$ cat src/rtl/scanline_renderer_pkg.sv
// Shared scanline renderer types: FSM states, VRAM bases, LCDC bits.
// Window layer is compiled in only when SCANLINE_WINDOW_EN is defined.
package video_types;

  typedef enum logic [2:0] {
    IDLE,
    FETCH_MAP,
    FETCH_LO,
    FETCH_HI,
    PUSH,
    DONE
  } state_t;

  localparam logic [15:0] MAP0_BASE  = 16'h9800;
  localparam logic [15:0] MAP1_BASE  = 16'h9C00;
  localparam logic [15:0] TILE_UBASE = 16'h8000;
  localparam logic [15:0] TILE_SBASE = 16'h9000;

  localparam int LCDC_BG_EN    = 0;
  localparam int LCDC_BG_MAP   = 3;
  localparam int LCDC_TILE_SEL = 4;
  localparam int LCDC_WIN_EN   = 5;
  localparam int LCDC_WIN_MAP  = 6;

  typedef logic [7:0] tile_idx_t;
  typedef logic [1:0] color_t;
  typedef logic [1:0] shade_t;

  function automatic shade_t shade_of(
    input logic [7:0] pal,
    input color_t     c
  );
    logic [7:0] s;
    s = pal >> {c, 1'b0};
    return s[1:0];
  endfunction

endpackage

$ cat src/rtl/scanline_renderer_if.sv
// Pixel stream handshake between the renderer and the LCD sink.
interface scanline_renderer_if;
  import video_types::*;

  logic       pix_valid;
  logic       pix_ready;
  shade_t     pix_shade;
  logic [7:0] pix_x;

  modport master (
    output pix_valid,
    output pix_shade,
    output pix_x,
    input  pix_ready
  );

  modport slave (
    input  pix_valid,
    input  pix_shade,
    input  pix_x,
    output pix_ready
  );

endinterface

$ cat src/rtl/scanline_renderer_tile_shifter.sv
// Holds one tile row's bitplanes and shifts 2-bit colors out MSB first.
module tile_shifter
  import video_types::*;
(
  input  logic       clk,
  input  logic       reset,
  input  logic       load,
  input  logic       shift,
  input  logic [7:0] lo,
  input  logic [7:0] hi,
  input  logic [2:0] discard,
  output color_t     color,
  output color_t     next_color,
  output logic       last
);

  logic [7:0] lo_q;
  logic [7:0] hi_q;
  logic [3:0] cnt_q;

  always_ff @(posedge clk or posedge reset) begin
    if (reset) begin
      lo_q  <= '0;
      hi_q  <= '0;
      cnt_q <= '0;
    end else if (load) begin
      lo_q  <= lo << discard;
      hi_q  <= hi << discard;
      cnt_q <= 4'd8 - {1'b0, discard};
    end else if (shift && cnt_q != 4'd0) begin
      lo_q  <= lo_q << 1;
      hi_q  <= hi_q << 1;
      cnt_q <= cnt_q - 4'd1;
    end
  end

  assign color      = {hi_q[7], lo_q[7]};
  assign next_color = {hi_q[6], lo_q[6]};
  assign last       = (cnt_q == 4'd1);

endmodule

$ cat src/rtl/scanline_renderer.sv
// Tile-based background scanline renderer with a valid/ready pixel stream.
// Define SCANLINE_WINDOW_EN to compile in the window layer.
module scanline_renderer
  import video_types::*;
#(
  parameter int LINE_WIDTH = 160,
  parameter int NUM_LINES  = 144,
  parameter int MAP_DIM    = 32
) (
  input  logic        clk,
  input  logic        reset,
  input  logic        line_start,
  input  logic [7:0]  ly,
  input  logic [7:0]  lcdc,
  input  logic [7:0]  scx,
  input  logic [7:0]  scy,
  input  logic [7:0]  bgp,
  input  logic [7:0]  wx,
  input  logic [7:0]  wy,
  output logic        vram_rd,
  output logic [15:0] vram_addr,
  input  logic [7:0]  vram_data,
  scanline_renderer_if.master pix,
  output logic        busy,
  output logic        line_done
);

  localparam int MW = $clog2(MAP_DIM);
  localparam logic [7:0] LAST_X = 8'(LINE_WIDTH - 1);

  state_t      state;
  logic [1:0]  ph;
  logic [7:0]  line_y_q;
  logic [2:0]  scx_lo_q;
  logic [MW-1:0] mapcol_q;
  logic        bg_map_q;
  logic        tile_sel_q;
  logic        blank_q;
  logic [7:0]  bgp_q;
  tile_idx_t   idx_q;
  logic [7:0]  lo_q;
  logic        first_q;

  logic        in_win;
  logic        hit_now;
  logic        hit_next;
  logic [7:0]  fetch_y;
  logic        map_sel;
  logic [15:0] map_base;
  logic [15:0] map_addr;
  logic [15:0] tile_base;
  logic [15:0] row_addr;

  logic        sh_load;
  logic        sh_shift;
  logic [2:0]  sh_discard;
  color_t      sh_color;
  color_t      sh_next;
  logic        sh_last;

`ifdef SCANLINE_WINDOW_EN
  logic       in_win_q;
  logic       win_line_q;
  logic       win_map_q;
  logic [7:0] wstart_q;
  logic [7:0] win_y_q;
  logic [7:0] win_cnt_q;

  always_ff @(posedge clk or posedge reset) begin
    if (reset) begin
      in_win_q   <= 1'b0;
      win_line_q <= 1'b0;
      win_map_q  <= 1'b0;
      wstart_q   <= '0;
      win_y_q    <= '0;
      win_cnt_q  <= '0;
    end else if (state == IDLE && line_start) begin
      in_win_q   <= 1'b0;
      win_line_q <= lcdc[LCDC_WIN_EN] && ly >= wy
                    && wx <= 8'd166;
      wstart_q   <= (wx < 8'd7) ? 8'd0 : wx - 8'd7;
      win_map_q  <= lcdc[LCDC_WIN_MAP];
      win_y_q    <= (ly == 8'd0) ? 8'd0 : win_cnt_q;
      if (ly == 8'd0)
        win_cnt_q <= '0;
    end else if (state == PUSH && !pix.pix_valid && hit_now) begin
      in_win_q <= 1'b1;
    end else if (state == DONE && in_win_q) begin
      win_cnt_q <= win_cnt_q + 8'd1;
    end
  end

  assign in_win   = in_win_q;
  assign hit_now  = win_line_q && !in_win_q && !blank_q
                    && pix.pix_x == wstart_q;
  assign hit_next = win_line_q && !in_win_q && !blank_q
                    && pix.pix_x + 8'd1 == wstart_q;
  assign fetch_y  = in_win_q ? win_y_q : line_y_q;
  assign map_sel  = in_win_q ? win_map_q : bg_map_q;

  logic unused;
  assign unused = ^{lcdc[7], lcdc[2:1], NUM_LINES > 0};
`else
  assign in_win   = 1'b0;
  assign hit_now  = 1'b0;
  assign hit_next = 1'b0;
  assign fetch_y  = line_y_q;
  assign map_sel  = bg_map_q;

  logic unused;
  assign unused = ^{lcdc[7:5], lcdc[2:1], wx, wy,
                    NUM_LINES > 0};
`endif

  assign map_base  = map_sel ? MAP1_BASE : MAP0_BASE;
  assign map_addr  = map_base
                     + ({11'd0, fetch_y[7:3]} << MW)
                     + 16'(mapcol_q);
  // 8000h mode indexes unsigned, 9000h mode signed
  assign tile_base = tile_sel_q
                     ? TILE_UBASE + {4'd0, idx_q, 4'd0}
                     : TILE_SBASE + {{4{idx_q[7]}}, idx_q, 4'd0};
  assign row_addr  = tile_base + {12'd0, fetch_y[2:0], 1'b0};

  assign sh_load    = (state == FETCH_HI) && (ph == 2'd2);
  assign sh_shift   = (state == PUSH) && pix.pix_valid
                      && pix.pix_ready;
  assign sh_discard = (first_q && !in_win) ? scx_lo_q : 3'd0;

  tile_shifter u_shifter (
    .clk        (clk),
    .reset      (reset),
    .load       (sh_load),
    .shift      (sh_shift),
    .lo         (lo_q),
    .hi         (vram_data),
    .discard    (sh_discard),
    .color      (sh_color),
    .next_color (sh_next),
    .last       (sh_last)
  );

  always_ff @(posedge clk or posedge reset) begin
    if (reset) begin
      state         <= IDLE;
      ph            <= '0;
      busy          <= 1'b0;
      line_done     <= 1'b0;
      vram_rd       <= 1'b0;
      vram_addr     <= '0;
      pix.pix_valid <= 1'b0;
      pix.pix_shade <= '0;
      pix.pix_x     <= '0;
      line_y_q      <= '0;
      scx_lo_q      <= '0;
      mapcol_q      <= '0;
      bg_map_q      <= 1'b0;
      tile_sel_q    <= 1'b0;
      blank_q       <= 1'b0;
      bgp_q         <= '0;
      idx_q         <= '0;
      lo_q          <= '0;
      first_q       <= 1'b0;
    end else begin
      unique case (state)
        IDLE: if (line_start) begin
          busy          <= 1'b1;
          line_y_q      <= ly + scy;
          scx_lo_q      <= scx[2:0];
          mapcol_q      <= MW'(scx >> 3);
          bg_map_q      <= lcdc[LCDC_BG_MAP];
          tile_sel_q    <= lcdc[LCDC_TILE_SEL];
          blank_q       <= !lcdc[LCDC_BG_EN];
          bgp_q         <= bgp;
          first_q       <= 1'b1;
          ph            <= '0;
          pix.pix_x     <= '0;
          pix.pix_valid <= 1'b0;
          state <= lcdc[LCDC_BG_EN] ? FETCH_MAP : PUSH;
        end
        FETCH_MAP, FETCH_LO, FETCH_HI: begin
          // issue, wait for data, capture
          unique case (ph)
            2'd0: begin
              vram_rd <= 1'b1;
              ph      <= 2'd1;
              unique case (1'b1)
                state == FETCH_MAP: vram_addr <= map_addr;
                state == FETCH_LO:  vram_addr <= row_addr;
                default: vram_addr <= row_addr + 16'd1;
              endcase
            end
            2'd1: begin
              vram_rd <= 1'b0;
              ph      <= 2'd2;
            end
            default: begin
              ph <= 2'd0;
              unique case (1'b1)
                state == FETCH_MAP: begin
                  idx_q <= vram_data;
                  state <= FETCH_LO;
                end
                state == FETCH_LO: begin
                  lo_q  <= vram_data;
                  state <= FETCH_HI;
                end
                default: begin
                  first_q <= 1'b0;
                  state   <= PUSH;
                end
              endcase
            end
          endcase
        end
        PUSH: begin
          if (!pix.pix_valid) begin
            if (hit_now) begin
              mapcol_q <= '0;
              state    <= FETCH_MAP;
            end else begin
              pix.pix_valid <= 1'b1;
              pix.pix_shade <= shade_of(bgp_q,
                blank_q ? 2'd0 : sh_color);
            end
          end else if (pix.pix_ready) begin
            if (pix.pix_x == LAST_X) begin
              pix.pix_valid <= 1'b0;
              line_done     <= 1'b1;
              state         <= DONE;
            end else begin
              pix.pix_x <= pix.pix_x + 8'd1;
              if (!blank_q && sh_last) begin
                pix.pix_valid <= 1'b0;
                mapcol_q      <= mapcol_q + 1'b1;
                state         <= FETCH_MAP;
              end else if (hit_next) begin
                pix.pix_valid <= 1'b0;
              end else begin
                pix.pix_shade <= shade_of(bgp_q,
                  blank_q ? 2'd0 : sh_next);
              end
            end
          end
        end
        DONE: begin
          line_done <= 1'b0;
          busy      <= 1'b0;
          state     <= IDLE;
        end
      endcase
    end
  end

endmodule

$ cat src/flat_wrapper.sv
// flat-port wrapper written by rule: the top's interface ports become plain ports
module scanline_renderer_flat import video_types::*;
#(
  parameter int LINE_WIDTH = 160,
  parameter int NUM_LINES  = 144,
  parameter int MAP_DIM    = 32
)
  (clk, reset, line_start, ly, lcdc, scx, scy, bgp, wx, wy, vram_rd, vram_addr, vram_data, busy, line_done, pix_pix_valid, pix_pix_shade, pix_pix_x, pix_pix_ready);
  scanline_renderer_if pix_i ();
  input  logic clk;
  input  logic reset;
  input  logic line_start;
  input  logic [7:0] ly;
  input  logic [7:0] lcdc;
  input  logic [7:0] scx;
  input  logic [7:0] scy;
  input  logic [7:0] bgp;
  input  logic [7:0] wx;
  input  logic [7:0] wy;
  output logic vram_rd;
  output logic [15:0] vram_addr;
  input  logic [7:0] vram_data;
  output logic busy;
  output logic line_done;
  output wire logic [$bits(pix_i.pix_valid)-1:0] pix_pix_valid;
  output wire logic [$bits(pix_i.pix_shade)-1:0] pix_pix_shade;
  output wire logic [$bits(pix_i.pix_x)-1:0] pix_pix_x;
  input wire logic [$bits(pix_i.pix_ready)-1:0] pix_pix_ready;
  assign pix_pix_valid = pix_i.pix_valid;
  assign pix_pix_shade = pix_i.pix_shade;
  assign pix_pix_x = pix_i.pix_x;
  assign pix_i.pix_ready = pix_pix_ready;
  scanline_renderer #(.LINE_WIDTH(LINE_WIDTH), .NUM_LINES(NUM_LINES), .MAP_DIM(MAP_DIM)) u_core (.clk(clk), .reset(reset), .line_start(line_start), .ly(ly), .lcdc(lcdc), .scx(scx), .scy(scy), .bgp(bgp), .wx(wx), .wy(wy), .vram_rd(vram_rd), .vram_addr(vram_addr), .vram_data(vram_data), .pix(pix_i), .busy(busy), .line_done(line_done));
endmodule
$ cat config.mk
export PLATFORM = sky130hd
export DESIGN_NAME = scanline_renderer_flat
export DESIGN_NICKNAME = d
export VERILOG_FILES = /design/src/rtl/scanline_renderer_pkg.sv /design/src/rtl/scanline_renderer_if.sv /design/src/rtl/scanline_renderer_tile_shifter.sv /design/src/rtl/scanline_renderer.sv /design/src/flat_wrapper.sv
export SDC_FILE = /design/constraint.sdc
export NUM_CORES = 1
export LEC_CHECK = 0
export BUFFER_PORTS_ARGS = -buffer_cell sky130_fd_sc_hd__buf_4
export CORE_MARGIN = 1
export CORE_UTILIZATION = 51
export DETAILED_ROUTE_END_ITERATION = 10
export PLACE_DENSITY = 0.76
export SLEW_MARGIN = 15
export SYNTH_ARGS = -nofsm -noshare
export SYNTH_HDL_FRONTEND = slang
export SYNTH_SLANG_ARGS = --single-unit
$ cat constraint.sdc
create_clock -name clk -period 3.6 [get_ports clk]
set_clock_uncertainty 0.2 [all_clocks]
set_input_delay 0.72 -clock clk [delete_from_list [all_inputs] [get_ports clk]]
set_output_delay 0.72 -clock clk [all_outputs]
set_load 0.02 [all_outputs]
==> metrics.txt <==
Port Buf Inserts 74; register bit count reported by yosys 97; DRC violations left 0; Final min period 2700 ps; FF-to-FF End u_core.fetch_y[6]$_DFFE_PP0P_; Max transition margin 0.452; Area after DPL 0.00612 sq mm; worst vdd ir 374 uV; Num CTS Buffers 9; crit end category flip-flop; CTS tree done; f_max 371 MHz; share of the synthesized area in the top cell type 0.443; worst r2r src u_core.state[0]$_DFFE_PP0P_; Routed Antenna Nets 0; DR vias/cell 5.95; area of the mapped netlist 0.00548 sq mm; vias in the first global route 4,508; count of cell types in the netlist 70; Setup TNS 0 ps; first-pass GRT wire length 22.0 mm; dpl cells 736; clk buf depth 2; starting density of the core 0.529; Area Overhead vs Synth 15.2%; Slew Viols, Final 0; status complete, no violations; pwr dens 784 mW/mm^2; total track usage 0.248; ys async rst share 1.00; initial antenna violation count 0; final hold vios 0; CTS hold repair buffers 0; Die Span X 106 um; post-CTS sizing 0; top post-synthesis cells by count dfrtp_1 (97), nand2_1 (81), a21oi_1 (37); First-pass DRT Iterations 5; number of flops mapped to enable cells by yosys 0; Worst-Margin Slew 820 ps; layout cells sized above 1 0.221; dominant synthesized flop cell dfrtp_1; Routed WL per cell 17.0 um; Root Buffer clkbuf_8; clk_lat worst skew 390 ps; Tcrit/Tclk final 0.749; Die ar. 0.0112 sq mm; leakage power 2.90 nW; row count 37; core footprint 0.0104 sq mm; die height 106 um; flop2flop setup slack 900 ps; Pwr Total 4.95 mW; mean post-synth cell area 9.86 sq um; initial drt markers 227; clock sink count 97; Ys Warns 0; Worst-path clk slew 110 ps; RSZ-0062 raised after global routing no; CP Launch Type flip-flop; total wire length 12.7 mm; Placer Congestion 0.832; Seq/Total Area, Yosys 0.443; Setup CP Type reg2reg; Post-CTS Setup Inserts 0; nets@finish 692; H-tree depth 3; Final Non-Filler Cells 752; top-count cell post-synth dfrtp_1; largest net degree at the start of global routing 98; # setup viols final 0; worst-path maximum fanout 24; Data arrival, critical path 2820 ps; cells after synthesis 556; R2R depth 4; I/O pin count 98; synth top area cells dfrtp_1 (44%), nand2_1 (5.5%), mux2i_1 (4.2%); Final Cell Area 0.00632 sq mm; total grt overflow 0; min-delay worst type in2async; Antenna Cells 0; Max-cap violations 0; worst path required time 3720 ps; via count 4,473; hpwl dp 8.88 mm; Yosys top cell by area dfrtp_1
cell families after synthesis:
| group | synth area share |
|---|---|
| simple gates | 0.179 |
| buf+inv | 0.0452 |
| xor+xnor | 0.00958 |
| fa+ha+maj | 0.0310 |
| compound gates | 0.170 |
| mux | 0.122 |
| flops | 0.443 |
| other cells | 0.000684 |
through the flow:
stage | utilization | hold WS (ps) | setup slack [ps]
global route | 0.609 | 283 | 799
global placement | 0.590 | 259 | 878
CTS | 0.609 | 257 | 911
floorplan | - | 239 | 146
detailed placement | 0.590 | 263 | 846
finish | 0.609 | 224 | 903
placed cells by master (no fill, tap or decap), drive strengths merged, types with 3 or more instances in the layout:
cell	n
a211oi	6
a21o	6
a21oi	38
a221oi	3
a22o	3
a2bb2oi	5
a31oi	8
a32o	3
a32oi	3
a41oi	3
and2	8
and3	8
buf	83
clkbuf	13
dfrtp	97
ha	12
inv	14
mux2	19
mux2i	23
mux4	10
nand2	81
nand3	23
nand3b	7
nand4	6
nor2	32
nor3	9
nor3b	3
o211ai	4
o21ai	27
o31ai	11
or2	3
xnor2	4
cell type report:
type	instances	area [sq um]
clock buffer	13	169
clock inverter	3	23.8
fill	885	4050
inverter	15	57.6
multi-input combinational	405	2830
sequential	97	2430
tap	136	170
timing repair buffer	83	636
critical path, cell delays in order, from the launching register on:
cell and delay, ps:
dfrtp_1 610, or4b_1 910, buf_4 350, a2111oi_0 390, nand3b_1 160
report_power, final:
part / total [mW] / internal [mW] / leakage (nW) / switching (mW)
Clock: 0.706 / 0.310 / 0.0919 / 0.396
Combinational: 2.22 / 1.02 / 1.63 / 1.20
Sequential: 2.03 / 1.56 / 1.18 / 0.471
how the worst max path moves through the flow:
stage,from,endpoint,slack (ps),cells after the start
global placement,line_start,u_core.fetch_y[6]$_DFFE_PP0P_,880,5
finish,u_core.state[0]$_DFFE_PP0P_,u_core.fetch_y[6]$_DFFE_PP0P_,900,4
detailed placement,line_start,u_core.fetch_y[6]$_DFFE_PP0P_,850,5
global route,u_core.state[0]$_DFFE_PP0P_,u_core.fetch_y[6]$_DFFE_PP0P_,800,4
CTS,u_core.state[0]$_DFFE_PP0P_,u_core.fetch_y[6]$_DFFE_PP0P_,910,4
floorplan,reset,u_core.bg_map_q$_DFFE_PP0P_,150,1
sequential cells by signal, summed over array words and instances (netlist names), 2 cells and up:
signal,count
u_core.bgp_q,8
u_core.fetch_y,8
u_core.idx_q,8
u_core.lo_q,8
u_core.mapcol_q,5
u_core.ph,2
u_core.pix.pix_shade,2
u_core.pix.pix_x,8
u_core.scx_lo_q,3
u_core.state,3
u_core.u_shifter.cnt_q,4
u_core.u_shifter.hi_q,8
u_core.u_shifter.lo_q,8
u_core.vram_addr,14
layer usage:
metal | wire [um] | part of all wire | track usage | vias to the layer above
met4 | 254 | 0.020 | 0.115 | 0
met2 | 6250 | 0.49 | 0.394 | 141
met5 | 0 | 0 | 0 | -
met1 | 5680 | 0.45 | 0.330 | 2169
li1 | - | - | - | 2145
met3 | 562 | 0.044 | 0.0458 | 18
(Power assumes the default switching activity.)
